$ cat src/rtl/lock_pkg.sv
// Shared definitions for the lock's PIN verification path: BCD digit type,
// verifier FSM states and the BCD digit validity helper.
package lock_pkg;

    localparam int DIGIT_W = 4;

    typedef logic [DIGIT_W-1:0] bcd_t;

    typedef enum logic [1:0] {
        IDLE   = 2'd0,
        CHECK  = 2'd1,
        SCAN   = 2'd2,
        LOCKED = 2'd3
    } verif_state_t;

    // A nibble is a legal BCD digit only in the range 0..9.
    function automatic logic bcd_valid(input bcd_t vec);
        return (vec <= 4'd9);
    endfunction

endpackage

$ cat src/rtl/pin_slot_compare.sv
// Combinational comparison of the captured PIN against one slot PIN;
// a disabled slot never matches.
module pin_slot_compare
    import lock_pkg::*;
#(
    parameter int NUM_DIGITS = 4
) (
    input  logic [DIGIT_W*NUM_DIGITS-1:0] entered,
    input  logic [DIGIT_W*NUM_DIGITS-1:0] slot_pin,
    input  logic                          enable,
    output logic                          match
);

    assign match = enable && (entered == slot_pin);

endmodule

$ cat src/rtl/verificar_senha_multi.sv
// PIN checker: scans the master PIN and NUM_PINS user PINs one slot per cycle,
// counts consecutive failures and holds a timed lockout after MAX_FAILS of them.
module verificar_senha_multi
    import lock_pkg::*;
#(
    parameter int NUM_PINS       = 4,
    parameter int NUM_DIGITS     = 4,
    parameter int MAX_FAILS      = 3,
    parameter int LOCKOUT_CYCLES = 1000
) (
    input  logic                                   clk,
    input  logic                                   rst,
    input  logic                                   pin_valid,
    output logic                                   pin_ready,
    input  logic [DIGIT_W*NUM_DIGITS-1:0]          pin_digits,
    input  logic [DIGIT_W*NUM_DIGITS-1:0]          master_pin,
    input  logic [DIGIT_W*NUM_DIGITS*NUM_PINS-1:0] user_pins,
    input  logic [NUM_PINS-1:0]                    user_pin_en,
    output logic                                   senha_master,
    output logic                                   senha_padrao,
    output logic                                   senha_fail,
    output logic [$clog2(NUM_PINS+1)-1:0]          match_idx,
    output logic                                   senha_ignorada,
    output logic                                   bloqueado,
    output logic [$clog2(MAX_FAILS+1)-1:0]         fail_count
);

    localparam int PIN_W = DIGIT_W * NUM_DIGITS;
    localparam int IDX_W = $clog2(NUM_PINS + 1);
    localparam int FC_W  = $clog2(MAX_FAILS + 1);
    localparam int TMR_W = $clog2(LOCKOUT_CYCLES + 1);

    localparam logic [IDX_W-1:0] LAST_IDX = IDX_W'(NUM_PINS);
    localparam logic [FC_W-1:0]  FC_MAX   = FC_W'(MAX_FAILS);
    localparam logic [TMR_W-1:0] TMR_LOAD = TMR_W'(LOCKOUT_CYCLES - 1);

    verif_state_t      state_r;
    logic [PIN_W-1:0]  pin_r;
    logic [IDX_W-1:0]  idx_r;
    logic              bad_r;
    logic [TMR_W-1:0]  timer_r;

    logic              pin_ok_s;
    logic [PIN_W-1:0]  slot_pin_s;
    logic              slot_en_s;
    logic              slot_match_s;
    logic [FC_W-1:0]   fc_inc_s;
    logic              lock_s;

    // Every captured nibble must be a legal BCD digit.
    always_comb begin
        pin_ok_s = 1'b1;
        for (int d = 0; d < NUM_DIGITS; d++) begin
            pin_ok_s = pin_ok_s & bcd_valid(pin_r[d*DIGIT_W +: DIGIT_W]);
        end
    end

    // Slot 0 is the master PIN (always enabled); slot k is user PIN k-1.
    always_comb begin
        slot_pin_s = master_pin;
        slot_en_s  = 1'b1;
        for (int j = 0; j < NUM_PINS; j++) begin
            slot_pin_s = (idx_r == IDX_W'(j + 1)) ? user_pins[j*PIN_W +: PIN_W] : slot_pin_s;
            slot_en_s  = (idx_r == IDX_W'(j + 1)) ? user_pin_en[j] : slot_en_s;
        end
    end

    pin_slot_compare #(
        .NUM_DIGITS (NUM_DIGITS)
    ) u_slot_compare (
        .entered  (pin_r),
        .slot_pin (slot_pin_s),
        .enable   (slot_en_s),
        .match    (slot_match_s)
    );

    assign fc_inc_s = (fail_count == FC_MAX) ? FC_MAX : (fail_count + FC_W'(1));
    assign lock_s   = (fc_inc_s == FC_MAX);

    // Verifier FSM with registered result pulses, failure counter and lockout timer.
    always_ff @(posedge clk or posedge rst) begin
        if (rst) begin
            state_r        <= IDLE;
            pin_r          <= {PIN_W{1'b0}};
            idx_r          <= {IDX_W{1'b0}};
            bad_r          <= 1'b0;
            timer_r        <= {TMR_W{1'b0}};
            pin_ready      <= 1'b1;
            senha_master   <= 1'b0;
            senha_padrao   <= 1'b0;
            senha_fail     <= 1'b0;
            match_idx      <= {IDX_W{1'b0}};
            senha_ignorada <= 1'b0;
            bloqueado      <= 1'b0;
            fail_count     <= {FC_W{1'b0}};
        end else begin
            senha_master   <= 1'b0;
            senha_padrao   <= 1'b0;
            senha_fail     <= 1'b0;
            match_idx      <= {IDX_W{1'b0}};
            senha_ignorada <= 1'b0;
            case (state_r)
                IDLE: begin
                    if (pin_valid && pin_ready) begin
                        pin_r     <= pin_digits;
                        idx_r     <= {IDX_W{1'b0}};
                        pin_ready <= 1'b0;
                        state_r   <= CHECK;
                    end
                end
                CHECK: begin
                    bad_r   <= !pin_ok_s;
                    idx_r   <= {IDX_W{1'b0}};
                    state_r <= SCAN;
                end
                SCAN: begin
                    // An invalid PIN skips comparison so its fail lands with slot-0 timing.
                    if (bad_r || (!slot_match_s && (idx_r == LAST_IDX))) begin
                        senha_fail <= 1'b1;
                        fail_count <= fc_inc_s;
                        if (lock_s) begin
                            state_r   <= LOCKED;
                            bloqueado <= 1'b1;
                            timer_r   <= TMR_LOAD;
                        end else begin
                            state_r   <= IDLE;
                            pin_ready <= 1'b1;
                        end
                    end else if (slot_match_s) begin
                        senha_master <= (idx_r == {IDX_W{1'b0}});
                        senha_padrao <= (idx_r != {IDX_W{1'b0}});
                        match_idx    <= idx_r;
                        fail_count   <= {FC_W{1'b0}};
                        state_r      <= IDLE;
                        pin_ready    <= 1'b1;
                    end else begin
                        idx_r <= idx_r + IDX_W'(1);
                    end
                end
                LOCKED: begin
                    senha_ignorada <= pin_valid;
                    if (timer_r == {TMR_W{1'b0}}) begin
                        state_r    <= IDLE;
                        bloqueado  <= 1'b0;
                        fail_count <= {FC_W{1'b0}};
                        pin_ready  <= 1'b1;
                    end else begin
                        timer_r <= timer_r - TMR_W'(1);
                    end
                end
                default: begin
                    state_r   <= IDLE;
                    bloqueado <= 1'b0;
                    pin_ready <= 1'b1;
                end
            endcase
        end
    end

endmodule

$ cat config.mk
export PLATFORM = sky130hd
export DESIGN_NAME = verificar_senha_multi
export DESIGN_NICKNAME = d
export VERILOG_FILES = /design/src/rtl/lock_pkg.sv /design/src/rtl/pin_slot_compare.sv /design/src/rtl/verificar_senha_multi.sv
export SDC_FILE = /design/constraint.sdc
export NUM_CORES = 1
export LEC_CHECK = 0
export CAP_MARGIN = 20
export CORE_MARGIN = 2
export CORE_UTILIZATION = 45
export DETAILED_ROUTE_END_ITERATION = 8
export PLACE_DENSITY_LB_ADDON = 0.25
export SETUP_SLACK_MARGIN = 0.3
export SLEW_MARGIN = 40
export SYNTH_ARGS = -nofsm -noshare
export SYNTH_HDL_FRONTEND = slang
export SYNTH_SLANG_ARGS = --single-unit
$ cat constraint.sdc
create_clock -name clk -period 4.1 [get_ports clk]
set_clock_uncertainty 0.2 [all_clocks]
set_input_delay 0.82 -clock clk [delete_from_list [all_inputs] [get_ports clk]]
set_output_delay 0.82 -clock clk [all_outputs]
set_load 0.05 [all_outputs]
==> flow_summary.yaml, run 1 <==
finish:
  syn2layout_area_growth_pct: 42.28
  antenna_cells: 0
  drive_gt1_share_pct: 12.07
  final_cell_mix: "clkdlybuf4s50_1, dfrtp_1, nor2_1"
  fin_area_um2: 4429
  mostFrequentLayoutCell: "clkdlybuf4s50_1"
  final_cells: 544
  fin_nets: 572
timing:
  finalSetupViolCount: 0
  tightestPinTransition_ns: 0.6973
  fmax_ghz: 0.2819
  finalSetupTns_ns: 0
  period_needed_ns: 3.548
  rsz0062_at_grt: "no"
  finalCritPeriodShare_pct: 86.53
  hold_viol: 0
  drv_slew: 0
  max-slew-margin-rel_pct: 53.51
setup_path:
  ff2ff_setup_slack_ns: 0.55
  endpoint: "timer_r[1]"
  startpoint: "idx_r[0]"
  worstPathRequired_ns: 4.09
  crit_slowest_cell: "nor4_2"
  crit_chain: "inv_1, ha_2, o21ba_4, nor2_1, o311a_1, o41a_1, nor4_2, and4_1, a21oi_2, mux2_4"
  path_max_fanout: 14
  r2r_end: "timer_r[1]"
  cp-end-kind: "flop"
  ff2ff_path_depth: 10
  r2r_start: "idx_r[0]"
  cp_slowest_stage_delay_ns: 0.45
  cp-start-kind: "flop"
  path_class: "reg -> reg"
  worstPathArrival_ns: 3.54
clock_network:
  cts_tree: "built"
  ctsHtreeMaxLevel: 2
  numCtsBuffers: 5
  clkLatencyLatePin_ns: 0.31
  post_cts_hold_buffer_count: 0
  root_buffer: "clkbuf_8"
  clk_path_buf_depth: 2
  cts.clk_slew.worst_paths_ns: 0.09
  clock_sinks: 43
yosys:
  synth-seq-cells: 43
  ys_seq_area_share_pct: 34.61
  synth_edf_count: 0
  ys.flop_type: "dfrtp_1"
  synth_area_um2: 3113
  netlist-cell-type-count: 67
  synthArstFlopShare_pct: 100.0
  syn_inst: 358
  syn_avg_cell_area_um2: 8.695
  synth.net_count: 467
  yosysWarnings: 0
placement:
  dpl.cell_count: 536
  gp_congestion: 0.9585
  hpwlAfterDp_mm: 7.490
  io_buffer_count: 113
  postPlaceCellArea_um2: 4292
drt:
  antenna_left: 0
  routed_wl_mm: 9.784
  wl_per_cell_um: 17.99
  post_drt_via_cell_ratio: 5.925
  route.detailed.drc: 0
  first_iter_violations: 243
  vias: 3223
  firstDrtPassIters: 5
die:
  placementRows: 30
  initial_utilization_pct: 46.07
  core_um2: 6756
  die_y_um: 87.17
  die-area_um2: 7599
  die_x_um: 87.17
  pin_count: 114
pwr:
  leakage_nw: 1.774
  fin_total_pwr_w: 0.0008518
  powerDensity_nw_per_um2: 192.3
  peakVddDrop_uv: 127.4
global_routing:
  antenna_found_initial: 0
  grt.overflow.total: 0
  grt_max_degree: 44
  track_usage_pct: 25.91
  grt_pass1_vias: 3042
  grt_first_pass_wirelength_mm: 15.43
worst_hold_path:
  hp-class: "reg -> reg"
  hold_start: "timer_r[5]"
flow_run:
  drv_cap: 0
run_status:
  outcome: "complete, no violations"
## cells in the mapped netlist, types with 3 or more instances
master     count  area share (%)
a2111oi_0      3            0.84
a21o_1         4            0.96
a21oi_1       17             2.7
a22o_1         4             1.1
and3b_1        3            0.84
buf_2          4            0.64
buf_4          4            0.96
clkbuf_1      12             1.4
dfrtp_1       42              34
ha_1           6             2.4
inv_1          9             1.1
mux2_2        16             5.8
nand2_1       28             3.4
nand2b_1      12             2.4
nand3_1       12             1.9
nand4_1        3            0.60
nor2_1        39             4.7
nor2b_1        6             1.2
nor3_1         5            0.80
nor4_1         5             1.0
o211ai_1      11             2.7
o21ai_0       19             3.1
o21ai_1        6            0.96
o221ai_1       9             2.5
o22ai_1        6             1.2
o31ai_1        7             1.7
or2_2          3            0.60
or3_1          4            0.80
or3b_1         3            0.84
xnor2_1        4             1.1
xor2_1        10             2.8
## where the power goes
part	switching, W	internal, W
Combinational	0.0000442	0.000100
Sequential	0.000000123	0.000424
Clock	0.000161	0.000122
## timing repair
item,4_1_cts,5_1_grt
endpoints found under the setup margin,0,23
gates resized for setup,0,10
setup buffers,0,0
## per-layer routing
layer  share of wire, %  wire (µm)  GRT usage, %
met1                 45       4357         36.68
met2                 47       4621         41.36
met3                6.8        668         4.739
met4                1.4        136         6.014
met5                  0          0             0
## state kept, by name, indices dropped and copies added (netlist names)
register,flops
match_idx,3
state_r,2
idx_r,3
bad_r,1
senha_ignorada,1
pin_r,16
timer_r,10
bloqueado,1
senha_master,1
senha_fail,1
pin_ready,1
senha_padrao,1
fail_count,2
## worst min path at each step
| stage | end | slack [ns] | cells past startpoint |
|---|---|---|---|
| final | timer_r[5] | 0.30 | 1 |
| after global routing | timer_r[5] | 0.32 | 1 |
| after CTS | timer_r[5] | 0.31 | 1 |
| after detailed placement | timer_r[5] | 0.29 | 1 |
| after global placement | timer_r[9] | 0.27 | 1 |
| after floorplan | timer_r[9] | 0.25 | 1 |
## final cells by class
type                            instances  area [µm²]
Multi-Input combinational cell        283        1938
Tap cell                               80       100.1
Clock inverter                          3       23.77
Inverter                               10       37.54
Clock buffer                            5       68.82
Timing Repair Buffer                  120        1184
Fill cell                             561        2327
Sequential cell                        43        1077
## cell families after synthesis
group | Yosys count | share of synthesized area, %
buffers and inverters | 32 | 4.742
XOR/XNOR | 14 | 3.939
multiplexers | 17 | 6.270
AND/OR/NAND/NOR | 137 | 22.87
AO/OA/AOI/OAI | 109 | 25.16
adder cells (fa/ha/maj) | 6 | 2.412
flip-flops | 43 | 34.61
## per-stage QoR
stage                     utilization [%]  worst slack [ns]  hold WS [ns]
final                               65.56            0.5524        0.3034
after global routing                65.56            0.3177        0.3221
after CTS                           64.89            0.4008        0.3058
after detailed placement            63.52            0.3610        0.2887
after global placement              63.52            0.3824        0.2733
after floorplan                         -            0.7107        0.2537
## worst max-delay path, delay by kind of cell, from the launching register on
kind / cells / cell delay, ns
buffers and inverters: 1 / 0.14
AO/OA/AOI/OAI: 4 / 1.10
flip-flops: 1 / 0.44
AND/OR/NAND/NOR: 3 / 0.90
adder cells (fa/ha/maj): 1 / 0.34
multiplexers: 1 / 0.31
No activity file was read; power rests on OpenSTA's default activity.
==> inputs of run 2 (changes only) <==
--- a/config.mk
+++ b/config.mk
@@ -11,7 +11,7 @@
 export DETAILED_ROUTE_END_ITERATION = 8
 export PLACE_DENSITY_LB_ADDON = 0.25
 export SETUP_SLACK_MARGIN = 0.3
-export SLEW_MARGIN = 40
+export SLEW_MARGIN = 25
 export SYNTH_ARGS = -nofsm -noshare
 export SYNTH_HDL_FRONTEND = slang
 export SYNTH_SLANG_ARGS = --single-unit
==> flow_summary.yaml, run 2 (synthesized netlist as in run 1, its figures left out) <==
setup_path:
  cp_slowest_stage_delay_ns: 0.45
  cp-end-kind: "flop"
  worstPathRequired_ns: 4.09
  r2r_end: "timer_r[1]"
  r2r_start: "idx_r[0]"
  endpoint: "timer_r[1]"
  path_max_fanout: 14
  cp-start-kind: "flop"
  crit_chain: "inv_1, ha_2, o21ba_4, nor2_1, o311a_1, o41a_1, nor4_2, and4_1, a21oi_2, mux2_4"
  ff2ff_setup_slack_ns: 0.55
  worstPathArrival_ns: 3.54
  path_class: "reg -> reg"
  startpoint: "idx_r[0]"
  ff2ff_path_depth: 10
  crit_slowest_cell: "nor4_2"
drt:
  firstDrtPassIters: 4
  routed_wl_mm: 9.798
  antenna_left: 0
  wl_per_cell_um: 18.01
  route.detailed.drc: 0
  first_iter_violations: 245
  vias: 3195
  post_drt_via_cell_ratio: 5.873
placement:
  hpwlAfterDp_mm: 7.490
  pre_cts_ws_ns: 0.3610
  io_buffer_count: 113
  gp_congestion: 0.9585
timing:
  fmax_ghz: 0.2819
  tightestPinTransition_ns: 0.8109
  finalCritPeriodShare_pct: 86.53
  max-slew-margin-rel_pct: 45.18
  hold_viol: 0
  drv_slew: 0
  fin_ws_ns: 0.5523
  finalSetupViolCount: 0
  rsz0062_at_grt: "no"
  period_needed_ns: 3.548
  finalSetupTns_ns: 0
finish:
  fin_nets: 572
  top_regs: "pin_r (16), timer_r (10)"
  syn2layout_area_growth_pct: 42.08
  regMostFlops: "pin_r"
  mostFrequentLayoutCell: "clkdlybuf4s50_1"
  drive_gt1_share_pct: 11.85
  final_cell_mix: "clkdlybuf4s50_1, dfrtp_1, nor2_1"
  fin_util_pct: 65.46
  antenna_cells: 0
  largest_reg_flops: 16
global_routing:
  grtUsageMet1_pct: 36.68
  grt_first_pass_wirelength_mm: 15.43
  track_usage_pct: 25.91
  busiest_layer: "met2"
  grt_max_degree: 44
  grt_pass1_vias: 3042
  met2_usage_pct: 41.36
  use_met3_pct: 4.739
  antenna_found_initial: 0
  grt.overflow.total: 0
pwr:
  peakVddDrop_uv: 127.2
  leakage_nw: 1.774
  fin_total_pwr_w: 0.0008513
  powerDensity_nw_per_um2: 192.5
  p_comb_share_pct: 17.0
  switchingPower_w: 0.0002051
  power_frac_clock_pct: 33.2
  power.internal_w: 0.0006462
  seqPwrFrac_pct: 49.8
  swShare_pct: 24.09
flow_run:
  drv_cap: 0
clock_network:
  root_buffer: "clkbuf_8"
  clk_path_buf_depth: 2
  clock_sinks: 43
  cts.clk_slew.worst_paths_ns: 0.09
  numCtsBuffers: 5
  post_cts_hold_buffer_count: 0
  cts_tree: "built"
  ctsHtreeMaxLevel: 2
  clkLatencyLatePin_ns: 0.31
die:
  die-area_um2: 7599
  initial_utilization_pct: 46.07
  die_y_um: 87.17
  placementRows: 30
  pin_count: 114
  die_x_um: 87.17
  core_um2: 6756
worst_hold_path:
  hp-class: "reg -> reg"
run_status:
  outcome: "complete, no violations"
## run 2: cell counts in the layout (fill, tap and decap cells not counted)
No cell type changed its count.
## run 2: cell type report
| type | instances | area, µm² |
|---|---|---|
| clock buffer | 5 | 68.82 |
| clock inverter | 3 | 23.77 |
| fill | 562 | 2333 |
| inverter | 10 | 37.54 |
| multi-input combinational | 283 | 1932 |
| sequential | 43 | 1077 |
| tap | 80 | 100.1 |
| timing repair buffer | 120 | 1184 |
## run 2: repair_timing
action,in CTS,in global routing
setup endpoints to repair,0,23
setup buffers,0,0
resized for setup,0,10
## run 2: worst min path at each step
stage | from | end | slack [ns] | cells past startpoint
final | timer_r[5] | timer_r[5] | 0.30 | 1
after global routing | timer_r[5] | timer_r[5] | 0.32 | 1
after CTS | timer_r[5] | timer_r[5] | 0.31 | 1
after detailed placement | timer_r[5] | timer_r[5] | 0.29 | 1
after global placement | timer_r[9] | timer_r[9] | 0.27 | 1
after floorplan | timer_r[9] | timer_r[9] | 0.25 | 1
## run 2: critical path: cells and delay by family, from the launching register on
family                   cells  cell delay, ns
AO/OA/AOI/OAI                4            1.09
AND/OR/NAND/NOR              3            0.90
flip-flops                   1            0.44
adder cells (fa/ha/maj)      1            0.34
multiplexers                 1            0.31
buffers and inverters        1            0.14
## run 2: routing by layer
metal	share of wire, %	vias to the layer above	routed length [µm]
met4	1.1	0	112
met2	47	117	4634
met1	45	1534	4394
met5	0	-	0
met3	6.7	9	657
li1	-	1535	-
## run 2: metrics by stage
stage | std cells | hold slack (ns) | area (µm²)
5_1_grt | 544 | 0.3221 | 4423
4_1_cts | 544 | 0.3058 | 4384
3_3_place_gp | 536 | 0.2733 | 4292
6_report | 544 | 0.3042 | 4423
2_1_floorplan | 358 | 0.2537 | 3113
3_5_place_dp | 536 | 0.2887 | 4292
## run 2: power groups by stage
| stage | registers [W] | clock network [W] | logic (W) |
|---|---|---|---|
| 6_report | 0.000424 | 0.000283 | 0.000144 |
| 2_1_floorplan | 0.000435 | 0 | 0.0000289 |
| 3_5_place_dp | 0.000433 | 0 | 0.000142 |
| 3_3_place_gp | 0.000433 | 0 | 0.000142 |
| 4_1_cts | 0.000424 | 0.000296 | 0.000143 |
| 5_1_grt | 0.000424 | 0.000309 | 0.000153 |
==> patch 1 (flow settings as in run 2) <==
The 4 states of `verif_state_t` get a Gray code encoding in 2 bits.
--- a/src/rtl/lock_pkg.sv
+++ b/src/rtl/lock_pkg.sv
@@ -7,10 +7,10 @@
     typedef logic [DIGIT_W-1:0] bcd_t;
 
     typedef enum logic [1:0] {
-        IDLE   = 2'd0,
-        CHECK  = 2'd1,
-        SCAN   = 2'd2,
-        LOCKED = 2'd3
+        IDLE   = 2'b00,
+        CHECK  = 2'b01,
+        SCAN   = 2'b11,
+        LOCKED = 2'b10
     } verif_state_t;
 
     // A nibble is a legal BCD digit only in the range 0..9.
Formal check against the unedited RTL: no difference found for any inputs over 10 cycles, from zero or initial values and one cycle with rst high; not proved beyond that.
==> patch 1 against run 2 <==
Setup slack worse by 0.059 ns; hold slack got worse by 0.014 ns; highest routed layer unchanged; sequential cell count unchanged; design area up 6.7%; routed wire length up 14%; area after synthesis is 7.6% higher.
Power is not compared: it rests on default switching activity, and its combinational part moved more than twofold at a synthesized area within 25%.
==> patch 1: results (changes against run 2) <==
stage	metric	value	unit	change
critical_path	worstRegToRegCells	13		was 10
synth	async_reset_ff_frac	1.00		unchanged
layout	drive_gt1_frac	0.102		was 0.119
clock_tree	cts_root_buf	clkbuf_8		unchanged
power	sw_frac_of_total	0.451		
clock_tree	insertion_delay	0.31	ns	about the same
power	ir_worst_vdd	0.000331	V	
clock_tree	clk_pin_slew_worst_paths	0.09	ns	about the same
synth	synth_area_leaders	dfrtp_1 (31%), mux2_2 (4.4%), nand2_1 (4.0%)		was dfrtp_1 (34%), mux2_2 (5.8%), nor2_1 (4.7%)
placement	dpl.hpwl	8.65	mm	was 7.49 mm
drt	vias_per_cell	5.92		was 5.87
synth	synth_top_family_by_area	simple AND/OR/NAND/NOR gates		was compound AO/OA/AOI/OAI gates
synth	synth_common_cells	dfrtp_1 (42), nand2_1 (36), nor2_1 (30)		was dfrtp_1 (42), nor2_1 (39), nand2_1 (28)
global_route	grt_max_degree	44		unchanged
drt	wirelength	11.2	mm	was 9.80 mm
synth	synth-compound-area-share	0.243		was 0.252
synth	yosys_most_used_dff	dfrtp_1		unchanged
global_route	grt_pass1_vias	3493		was 3,042
power	combinationalPowerShare	0.538		
global_route	grt_pass1_wl	18.0	mm	was 15.4 mm
hold_path	hold_path_startpoint	timer_r[9]$_DFFE_PP0P_		was timer_r[5]$_DFFE_PP0P_
synth	synthAdderAreaFrac	0.0224		was 0.0241
run_status	status	finished, final reports clean		unchanged
timing	worst_slew_pin_slew	0.826	ns	was 0.811 ns
placement	placed_area	4550	um2	was 4290 um2
hold_path	holdPathEnd	timer_r[9]$_DFFE_PP0P_		was timer_r[5]$_DFFE_PP0P_
hold_path	hp-class	flip-flop to flip-flop		unchanged
synth	synthXorXnorAreaFrac	0.0261		was 0.0394
placement	pre_cts_slack	0.254	ns	was 0.361 ns
synth	synth.distinct_cells	72		was 67
critical_path	crit_path_max_fanout	12		was 14
layout	top_regs	pin_r x16, timer_r x10		unchanged
drt	drtIter0Drc	336		was 245
drt	vias	3602		was 3,195
timing	timing.hold.ws	0.290	ns	was 0.304 ns
layout	n_antenna_cell	0		unchanged
synth	synthCells	404		was 358
layout	final_nets	617		was 572
global_route	antenna_found_initial	0		unchanged
power	leakage	1.88	nW	
synth	yosysSeqAreaShare	0.322		was 0.346
synth	ys_warn_count	0		unchanged
synth	synthMuxAreaShare	0.0560		was 0.0627
drt	antenna_left	0		unchanged
drt	drt_first_pass_iters	5		was 4
synth	synthesis.nets	513		was 467
critical_path	rr_endpoint	senha_master$_DFF_PP0_		was timer_r[1]$_DFFE_PP0P_
critical_path	crit-reg2reg-launch	idx_r[1]$_DFFE_PP0P_		was idx_r[0]$_DFFE_PP0P_
placement	routabilityCongestion	0.952		was 0.959
placement	placedCellCount	600		was 536
critical_path	critical_path_arrival	3.63	ns	was 3.54 ns
hold_path	hold_depth	1		unchanged
global_route	grt_usage	0.277		was 0.259
patch 1: changes by cell type in the layout (fill, tap and decap cells not counted), moves of 6 or more:
cell,run 2,this run
nor2_1,39,30
a31oi_1,2,10
o221ai_1,9,0
nand2_1,28,36
xor2_1,10,1
nor3b_1,0,6
and3_1,2,8
inv_1,9,27
o21ai_0,19,25
patch 1: worst max-delay path by stage:
stage,startpoint,to,slack [ns],depth (start not counted)
floorplan,idx_r[2]$_DFFE_PP0P_,timer_r[1]$_DFFE_PP0P_,0.63,16
global placement,master_pin[6],timer_r[1]$_DFFE_PP0P_,0.34,10
detailed placement,master_pin[6],timer_r[1]$_DFFE_PP0P_,0.25,10
CTS,idx_r[1]$_DFFE_PP0P_,timer_r[2]$_DFFE_PP0P_,0.31,12
global route,idx_r[0]$_DFFE_PP0P_,senha_master$_DFF_PP0_,0.34,12
finish,idx_r[1]$_DFFE_PP0P_,senha_master$_DFF_PP0_,0.49,13
patch 1: layout make-up:
class	count	area [um2]
tap	99	124
fill	623	2500
clock buffer	5	68.8
multi-input combinational	305	2080
clock inverter	3	43.8
inverter	28	105
timing repair buffer	125	1220
sequential	43	1080
patch 1: critical path: stages, from the launching register on:
cell	delay, ns
dfrtp_1	0.46
inv_1	0.20
ha_4	0.25
nand2_1	0.09
buf_4	0.20
nand3_1	0.19
mux2i_1	0.10
a2111oi_0	0.47
nand4_1	0.24
nor4_4	0.36
nand2b_1	0.17
or2_0	0.26
buf_4	0.17
nor3_1	0.15
patch 1: layer usage:
metal  GRT usage  routed length, um
met1       0.396               5040
met5           0                  0
met3      0.0609               1050
met4      0.0628                169
met2       0.431               4960
==> patch 2 (settings of run 2) <==
Made on the original files. `NUM_DIGITS` is set to 4 in 2 places; all go to 3.
--- a/src/rtl/pin_slot_compare.sv
+++ b/src/rtl/pin_slot_compare.sv
@@ -3,7 +3,7 @@
 module pin_slot_compare
     import lock_pkg::*;
 #(
-    parameter int NUM_DIGITS = 4
+    parameter int NUM_DIGITS = 3
 ) (
     input  logic [DIGIT_W*NUM_DIGITS-1:0] entered,
     input  logic [DIGIT_W*NUM_DIGITS-1:0] slot_pin,
--- a/src/rtl/verificar_senha_multi.sv
+++ b/src/rtl/verificar_senha_multi.sv
@@ -4,7 +4,7 @@
     import lock_pkg::*;
 #(
     parameter int NUM_PINS       = 4,
-    parameter int NUM_DIGITS     = 4,
+    parameter int NUM_DIGITS     = 3,
     parameter int MAX_FAILS      = 3,
     parameter int LOCKOUT_CYCLES = 1000
 ) (
Interface: changed (resized master_pin, pin_digits and user_pins); port bits go from 114 to 90. The function was not compared with the original's and may differ.
==> patch 2 against run 2 <==
Critical path depth did not move; design area shrank 7.6%; utilization down 1.8 points; routed wire length is 9.2% lower; non-clock buffer count fell by 24; setup slack lost 0.058 ns; sequential cell count down 4; area after synthesis down 2.9%; power shrank 12%; critical endpoint is now timer_r[8]$_DFFE_PP0P_; largest power group unchanged.
==> patch 2: results (changes against run 2) <==
stage	metric	value	unit	change
global_route	antenna_found_initial	0		unchanged
clock_tree	clock_path_buffers	2		unchanged
layout	n_antenna_cell	0		unchanged
drt	drt_first_pass_iters	4		unchanged
clock_tree	cts_buffers	5		unchanged
layout	drive_gt1_frac	0.0890		was 0.119
critical_path	crit_slowest_cell	dfrtp_1		was nor4_2
critical_path	reg2reg_setup_slack	0.49	ns	was 0.55 ns
clock_tree	clk_pin_slew_worst_paths	0.08	ns	
layout	nFillCells	564		was 562
clock_tree	htreeDepth	2		unchanged
critical_path	cpLargestDelayFamily	compound AO/OA/AOI/OAI gates		unchanged
drt	drtIter0Drc	168		was 245
power	leakage	1.61	nW	was 1.77 nW
layout	final_nets	522		was 572
drt	wirelength	8.90	mm	was 9.80 mm
placement	dpl.hpwl	6.96	mm	was 7.49 mm
power	ir_worst_vdd	0.000153	V	was 0.000127 V
drt	vias_per_cell	5.93		was 5.87
hold_path	hp-class	flip-flop to flip-flop		unchanged
critical_path	critical_path_arrival	3.59	ns	was 3.54 ns
layout	top_regs	pin_r x12, timer_r x10		was pin_r x16, timer_r x10
power	sw_frac_of_total	0.225		was 0.241
synth	ys_warn_count	0		unchanged
layout	largest_reg_flops	12		was 16
clock_tree	cts_root_buf	clkbuf_8		unchanged
timing	worst_slew_pin_slew	0.735	ns	was 0.811 ns
synth	synth.distinct_cells	69		was 67
synth	yosysSeqAreaShare	0.323		was 0.346
global_route	grt_max_degree	40		was 44
synth	synthesis.nets	439		was 467
synth	synth_area_leaders	dfrtp_1 (31%), nor2_1 (3.6%), nand2_1 (3.5%)		was dfrtp_1 (34%), mux2_2 (5.8%), nor2_1 (4.7%)
synth	synthXorXnorAreaFrac	0.0406		was 0.0394
synth	async_reset_ff_frac	1.00		unchanged
synth	synthAdderAreaFrac	0.0248		was 0.0241
global_route	grt_usage	0.252		was 0.259
critical_path	cp_slowest_stage_delay	0.46	ns	
global_route	grt_pass1_vias	2943		was 3,042
synth	synth.top_cell.area_share	0.315		was 0.338
placement	placed_area	3980	um2	was 4290 um2
placement	routabilityCongestion	0.952		was 0.959
synth	synthMuxAreaShare	0.0435		was 0.0627
placement	io_buffer_count	89		was 113
placement	pre_cts_slack	0.291	ns	was 0.361 ns
synth	synth_common_cells	dfrtp_1 (38), nor2_1 (29), nand2_1 (28)		was dfrtp_1 (42), nor2_1 (39), nand2_1 (28)
critical_path	crit_path_max_fanout	12		was 14
global_route	grt_pass1_wl	14.7	mm	was 15.4 mm
run_status	status	finished, final reports clean		unchanged
synth	synth-compound-area-share	0.281		was 0.252
clock_tree	insertion_delay	0.29	ns	was 0.31 ns
==> patch 2: cell count changes after synthesis, sizes merged, moves of 6 or more <==
cell    change
nor3b       +6
o221ai     -10
nor2       -11
o21ai       -6
nand2b      -6
inv        +16
mux2        -8
==> patch 2: power by group through the flow <==
stage / Sequential, W / Combinational [W] / Clock (W)
6_report: 0.000384 / 0.000112 / 0.000253
5_1_grt: 0.000384 / 0.000121 / 0.000273
4_1_cts: 0.000384 / 0.000112 / 0.000258
3_5_place_dp: 0.000392 / 0.000112 / 0
3_3_place_gp: 0.000392 / 0.000112 / 0
2_1_floorplan: 0.000392 / 0.0000247 / 0
==> patch 2: cell type report <==
class,count,area [um2],area share
clock buffer,6,72.6,0.0178
clock inverter,2,12.5,0.00306
inverter,25,93.8,0.0230
multi-input combinational,270,1880,0.460
sequential,39,977,0.239
tap,77,96.3,0.0236
timing repair buffer,96,956,0.234
==> patch 2: worst register-to-register path: cells and delay by family, from the launching register on <==
family	cells	cell delay (ns)
DFF	1	0.46
adders and majority gates	1	0.32
AOI/OAI and AO/OA	5	1.71
buffers and inverters	1	0.11
and+or+nand+nor	3	0.70
==> patch 2: per-stage QoR <==
step / hold WS [ns] / cells
2_1_floorplan: 0.287 / 354
3_3_place_gp: 0.277 / 507
3_5_place_dp: 0.277 / 507
4_1_cts: 0.288 / 515
5_1_grt: 0.297 / 515
6_report: 0.283 / 515
==> patch 2: worst paths after layout <==
| path | startpoint | to | cells after the start |
|---|---|---|---|
| min in group asynchronous | rst | pin_r[5]$_DFFE_PP0P_ | 3 |
| min | pin_ready$_DFFE_PP1P_ | pin_ready$_DFFE_PP1P_ | 2 |
| min reg2reg | pin_ready$_DFFE_PP1P_ | pin_ready$_DFFE_PP1P_ | 2 |
| max reg2reg | idx_r[1]$_DFFE_PP0P_ | timer_r[8]$_DFFE_PP0P_ | 10 |
| max | idx_r[1]$_DFFE_PP0P_ | timer_r[8]$_DFFE_PP0P_ | 10 |
| max in group asynchronous | rst | pin_ready$_DFFE_PP1P_ | 3 |
==> patch 2: logic make-up (layout without fill, tap and decap cells) <==
logic type / Yosys count / count (layout)
simple gates: 127 / 127
compound gates: 111 / 111
buf+inv: 45 / 129
flops: 39 / 39
xor+xnor: 14 / 14
mux: 12 / 12
fa+ha+maj: 6 / 6
==> patch 2: routing by layer <==
metal  global-route usage  part of all wire  vias up
met5                    0                 0        -
met4               0.0823             0.020        0
met3               0.0414             0.061       16
met2                0.415              0.49      120
met1                0.336              0.43     1444
li1                     -                 -     1473
==> patch 2: what timing repair did <==
item                                    in CTS  in global routing
endpoints found under the setup margin       0                 21
resized for setup                            0                  5
setup buffers                                0                  0
hold buffers                                 0                  0
